$ cat config.mk
export PLATFORM = sky130hd
export DESIGN_NAME = uart_tx_sched
export DESIGN_NICKNAME = d
export VERILOG_FILES = /design/src/rtl/uart_tx_sched.sv
export SDC_FILE = /design/constraint.sdc
export NUM_CORES = 1
export LEC_CHECK = 0
export ABC_AREA = 1
export CAP_MARGIN = 40
export CORE_MARGIN = 10
export CORE_UTILIZATION = 53
export CTS_CLUSTER_DIAMETER = 40
export DETAILED_ROUTE_END_ITERATION = 6
export PLACE_DENSITY_LB_ADDON = 0.3
export SYNTH_ARGS = -nofsm -noshare
export SYNTH_HDL_FRONTEND = slang
export SYNTH_SLANG_ARGS = --single-unit
$ cat constraint.sdc
create_clock -name i_clk -period 3.26 [get_ports i_clk]
set_input_delay 0.978 -clock i_clk [delete_from_list [all_inputs] [get_ports i_clk]]
set_output_delay 0.978 -clock i_clk [all_outputs]
set_load 0.01 [all_outputs]
$ cat src/rtl/uart_tx_sched.sv
// uart_tx_sched: round-robin scheduler sharing one UART transmitter among four requesters
// Ports:
//   i_clk, i_rst      clock, synchronous active-high reset
//   i_req[3:0]        per-requester request level, sampled only in IDLE
//   i_req_data[31:0]  byte of requester i at [8i+7:8i]
//   o_gnt[3:0]        one-hot pulse in the first ARM cycle
//   o_done[3:0]       one-hot pulse when the owner's frame has finished
//   o_err             pulse when the transmitter never started the frame
//   o_owner[1:0]      current or last granted requester
//   o_busy            high whenever the scheduler is not IDLE
//   o_tx_data[7:0]    byte presented to the transmitter
//   o_tx_int          start strobe; its falling edge starts a frame
//   i_tx_busy         transmitter busy flag
// PULSE_CYC legal 3..255, START_TIMEOUT legal 1..255.
module uart_tx_sched #(
    parameter int PULSE_CYC     = 4,
    parameter int START_TIMEOUT = 32
) (
    input  logic        i_clk,
    input  logic        i_rst,
    input  logic [3:0]  i_req,
    input  logic [31:0] i_req_data,
    output logic [3:0]  o_gnt,
    output logic [3:0]  o_done,
    output logic        o_err,
    output logic [1:0]  o_owner,
    output logic        o_busy,
    output logic [7:0]  o_tx_data,
    output logic        o_tx_int,
    input  logic        i_tx_busy
);
    typedef enum logic [2:0] {IDLE, ARM, FIRE, SEND, FIN} state_t;
    state_t      r_state, w_next;
    logic [1:0]  r_last, r_owner, w_win, w_idx;
    logic [7:0]  r_cnt, r_tcnt, r_tx_data;
    logic        r_err, w_found, w_grant, w_timeout;

    assign o_owner   = r_owner;
    assign o_tx_data = r_tx_data;

    // Search starts just after the last winner and wraps, so a held request cannot starve others.
    always_comb begin
        w_found = 1'b0;
        w_win   = r_last;
        w_idx   = r_last;
        for (int k = 1; k <= 4; k++) begin
            w_idx = r_last + 2'(k);
            if (!w_found && i_req[w_idx]) begin
                w_found = 1'b1;
                w_win   = w_idx;
            end
        end
    end

    always_comb begin
        w_next    = r_state;
        w_grant   = 1'b0;
        w_timeout = 1'b0;
        o_tx_int  = 1'b0;
        o_gnt     = 4'b0000;
        o_done    = 4'b0000;
        o_err     = 1'b0;
        o_busy    = r_state != IDLE;
        case (r_state)
            IDLE: begin
                w_grant = w_found && !i_tx_busy;
                w_next  = w_grant ? ARM : IDLE;
            end
            ARM: begin
                o_tx_int = 1'b1;
                o_gnt    = (r_cnt == 8'd0) ? 4'b0001 << r_owner : 4'b0000;
                w_next   = (r_cnt == 8'(PULSE_CYC - 1)) ? FIRE : ARM;
            end
            FIRE: begin
                // A frame that starts on the last allowed cycle still wins over the timeout.
                w_timeout = !i_tx_busy && (r_tcnt == 8'(START_TIMEOUT - 1));
                w_next    = i_tx_busy ? SEND : (w_timeout ? FIN : FIRE);
            end
            SEND: w_next = i_tx_busy ? SEND : FIN;
            FIN: begin
                o_done = r_err ? 4'b0000 : 4'b0001 << r_owner;
                o_err  = r_err;
                w_next = IDLE;
            end
            default: w_next = IDLE;
        endcase
    end

    always_ff @(posedge i_clk) begin
        if (i_rst) r_state <= IDLE;
        else       r_state <= w_next;
    end

    always_ff @(posedge i_clk) begin
        if (i_rst) begin
            r_last    <= 2'd3;
            r_owner   <= 2'd0;
            r_tx_data <= 8'h00;
            r_cnt     <= 8'd0;
            r_tcnt    <= 8'd0;
            r_err     <= 1'b0;
        end else begin
            if (w_grant) begin
                r_last    <= w_win;
                r_owner   <= w_win;
                r_tx_data <= i_req_data[{w_win, 3'b000} +: 8];
            end
            r_cnt  <= (r_state == ARM)  ? r_cnt + 8'd1  : 8'd0;
            r_tcnt <= (r_state == FIRE) ? r_tcnt + 8'd1 : 8'd0;
            if (r_state == FIRE) r_err <= w_timeout;
        end
    end
endmodule
==> out/results.tsv, run 1 <==
metric	value	unit
Hold WS	466	ps
Post-CTS Setup Inserts	0	
endpoints failing setup	0	
Crit. Startpoint	r_cnt[6]	
Post-route DRC	0	
cts hold-fix bufs	0	
Psw	0.585	mW
Gate power share	48.0	%
Reg clk slew, reported paths	70	ps
Worst Path Max Fanout	4	
Synth Instances	343	
Worst VDD drop	0.283	mV
sequential share of the synthesized area	28.5	%
initial antenna violation count	0	
hpwl dp	4.54	mm
Clock Path Buffers	2	
Synth Net Count	385	
actual slew at the worst max-slew pin	465	ps
fin nets	446	
area delta synth->final	31.2	%
clock power share	21.3	%
antenna viol nets, final	0	
CTS tree	yes	
Max stage delay on crit path	570	ps
RSZ-0062 raised after global routing	no	
Crit path top cell by count	nor3_1	
CP max stage cell	clkdlybuf4s50_1	
cts repair resizes	0	
first-pass GRT wire length	9.85	mm
Max-Cap Viols	0	
vias in the first global route	2247	
Bufs and invs on worst path	2	
Antenna Cells	0	
Sw Share	40.3	%
Synth Cell Area	0.00224	mm2
Via-to-Cell Ratio	5.10	
setup TNS	0	ps
Root Driver	clkbuf_8	
row cnt	23	
Hold Crit Class	flop to flop	
syn_area_per_cell	6.54	um2
Worst-Skew Late Latency	280	ps
CP delay by family, top	simple AND/OR/NAND/NOR gates	
Post-synth EDFFs	0	
synth unique cells	31	
Sequential Area	641	um2
leakage	1.35	nW
Worst Setup Slack, final	215	ps
dpl ws	416	ps
fill count	336	
total grt overflow	0	
GPL Wtd Cong	0.875	
Flop pwr share	30.8	%
Synth Flop Type	dfxtp_1	
CP Capture Type	primary output	
Syn. warnings	0	
Slew Viols, Final	0	
Starting Density	55.3	%
Hold Fails Final Rpt	0	
drt initial violations	190	
layout cells sized above 1	12.1	%
core area	0.00406	mm2
WL/cell	12.7	um
internal power	0.866	mW
ys async rst share	0	%
detailed-route via count	2319	
total routed wirelength	5.77	mm
worst path required time	2280	ps
Die Ht	85.1	um
area of the multi-input gates	0.00128	mm2
P per Cell Area	493	mW/mm2
Tcrit/Tclk final	93.4	%
Yosys reg bits	32	
crit-path cells	inv_1 -> nand4_1 -> nor3_1 -> nand3_1 -> nor3_1 -> clkdlybuf4s50_1	
Setup CP Type	flop to primary output	
Tot GR Track Use	15.9	%
total CTS buffers	5	
nature of the critical path startpoint	flop	
CTS Sinks	32	
status	complete, no violations	
Worst slew margin	68.9	%
Power, Total	1.45	mW
largest net degree at the start of global routing	18	
CP arrival	2070	ps
Hold Startpoint	r_cnt[0]	
drt pass-1 iters	4	
min Tclk post-route	3040	ps
IO Port Bufs	59	
maximum clock frequency	328	MHz
H-tree depth	2	
Worst R2R Start	r_last[0]	
die width	85.1	um
full die area	0.00724	mm2
num ports	60	
skew final	5.29	ps
## area by class of cell
cell class              count  share of cell area [%]
clock buffers               6                    2.80
clock inverters             2                   0.340
inverters                  68                    8.75
multi-input cells         235                    43.4
flip-flops and latches     32                    21.8
well taps                  50                    2.12
repair buffers             62                    20.8
## cell families after synthesis
group / after synthesis / synth area share (%)
adder cells (fa/ha/maj): 3 / 1.67
AND/OR/NAND/NOR: 196 / 46.6
buffers and inverters: 76 / 14.5
AO/OA/AOI/OAI: 36 / 8.64
flip-flops: 32 / 28.5
## power groups by stage
stage	Clock, mW	Sequential, mW	Combinational [mW]
final	0.309	0.446	0.696
after detailed placement	0	0.454	0.692
after global routing	0.339	0.450	0.778
after CTS	0.316	0.446	0.697
after global placement	0	0.453	0.679
after floorplan	0	0.463	0.506
## cells in the final DEF (no fill, tap or decap), drive strengths merged
| cell type | instances |
|---|---|
| o21a | 1 |
| buf | 3 |
| a22oi | 1 |
| o211ai | 2 |
| o221ai | 1 |
| inv | 68 |
| clkdlybuf4s50 | 59 |
| or2 | 1 |
| nand3 | 60 |
| nand4 | 5 |
| nor4 | 2 |
| nor2 | 25 |
| nand2 | 94 |
| ha | 3 |
| nor3b | 3 |
| dfxtp | 32 |
| o21ai | 7 |
| nor3 | 6 |
| a21oi | 24 |
| clkinv | 2 |
| clkbuf | 6 |
## per-layer routing
layer  routed length (um)  GRT usage [%]  share of wire (%)
met1                 2560           19.4                 44
met2                 2560           24.5                 44
met3                  598           7.46                 10
met4                   53           4.04               0.92
met5                    0              0                  0
## worst reg2reg max path: cells and delay by family, from the launching register on
kind / cells / cell delay, ps
buffers and inverters: 4 / 540
flip-flops: 1 / 300
AND/OR/NAND/NOR: 11 / 1190
## state kept, by name (all words and copies together), names as in the netlist
signal and count:
r_state 3, o_owner 2, r_last 2, r_cnt 8, o_tx_data 8, r_err 1, r_tcnt 8
## metrics by stage
step | cells | instance area (um2) | util [%]
after global placement | 447 | 2850 | 70.3
after CTS | 455 | 2940 | 72.6
after detailed placement | 447 | 2850 | 70.3
after floorplan | 343 | 2240 | -
final | 455 | 2940 | 72.6
after global routing | 455 | 2940 | 72.6
## path summary, 6_finish.rpt
path	end	slack (ps)	cells after the start
setup / recovery	o_gnt[3]	220	6
hold / removal	r_cnt[0]	470	1
setup reg to reg	o_tx_data[3]	1130	15
hold reg to reg	r_cnt[0]	470	1
## cells in the mapped netlist (4+ instances only)
cell,number,area (um2)
nand2_1,73,274
dfxtp_1,32,641
nor3_1,6,30.0
nand2_2,9,56.3
nand2_4,11,124
inv_2,4,15.0
nand3_2,10,100
nor2_1,25,93.8
o21ai_0,5,25.0
inv_1,63,236
nand3_1,48,240
nand4_1,5,31.3
a21oi_1,24,120
(Power assumes the default switching activity.)
==> inputs of run 2 (changes only) <==
--- a/config.mk
+++ b/config.mk
@@ -15,3 +15,4 @@
 export SYNTH_ARGS = -nofsm -noshare
 export SYNTH_HDL_FRONTEND = slang
 export SYNTH_SLANG_ARGS = --single-unit
+export TNS_END_PERCENT = 20
==> results of run 2 <==
Final layout, timing and power as in run 1 (identical DEF).
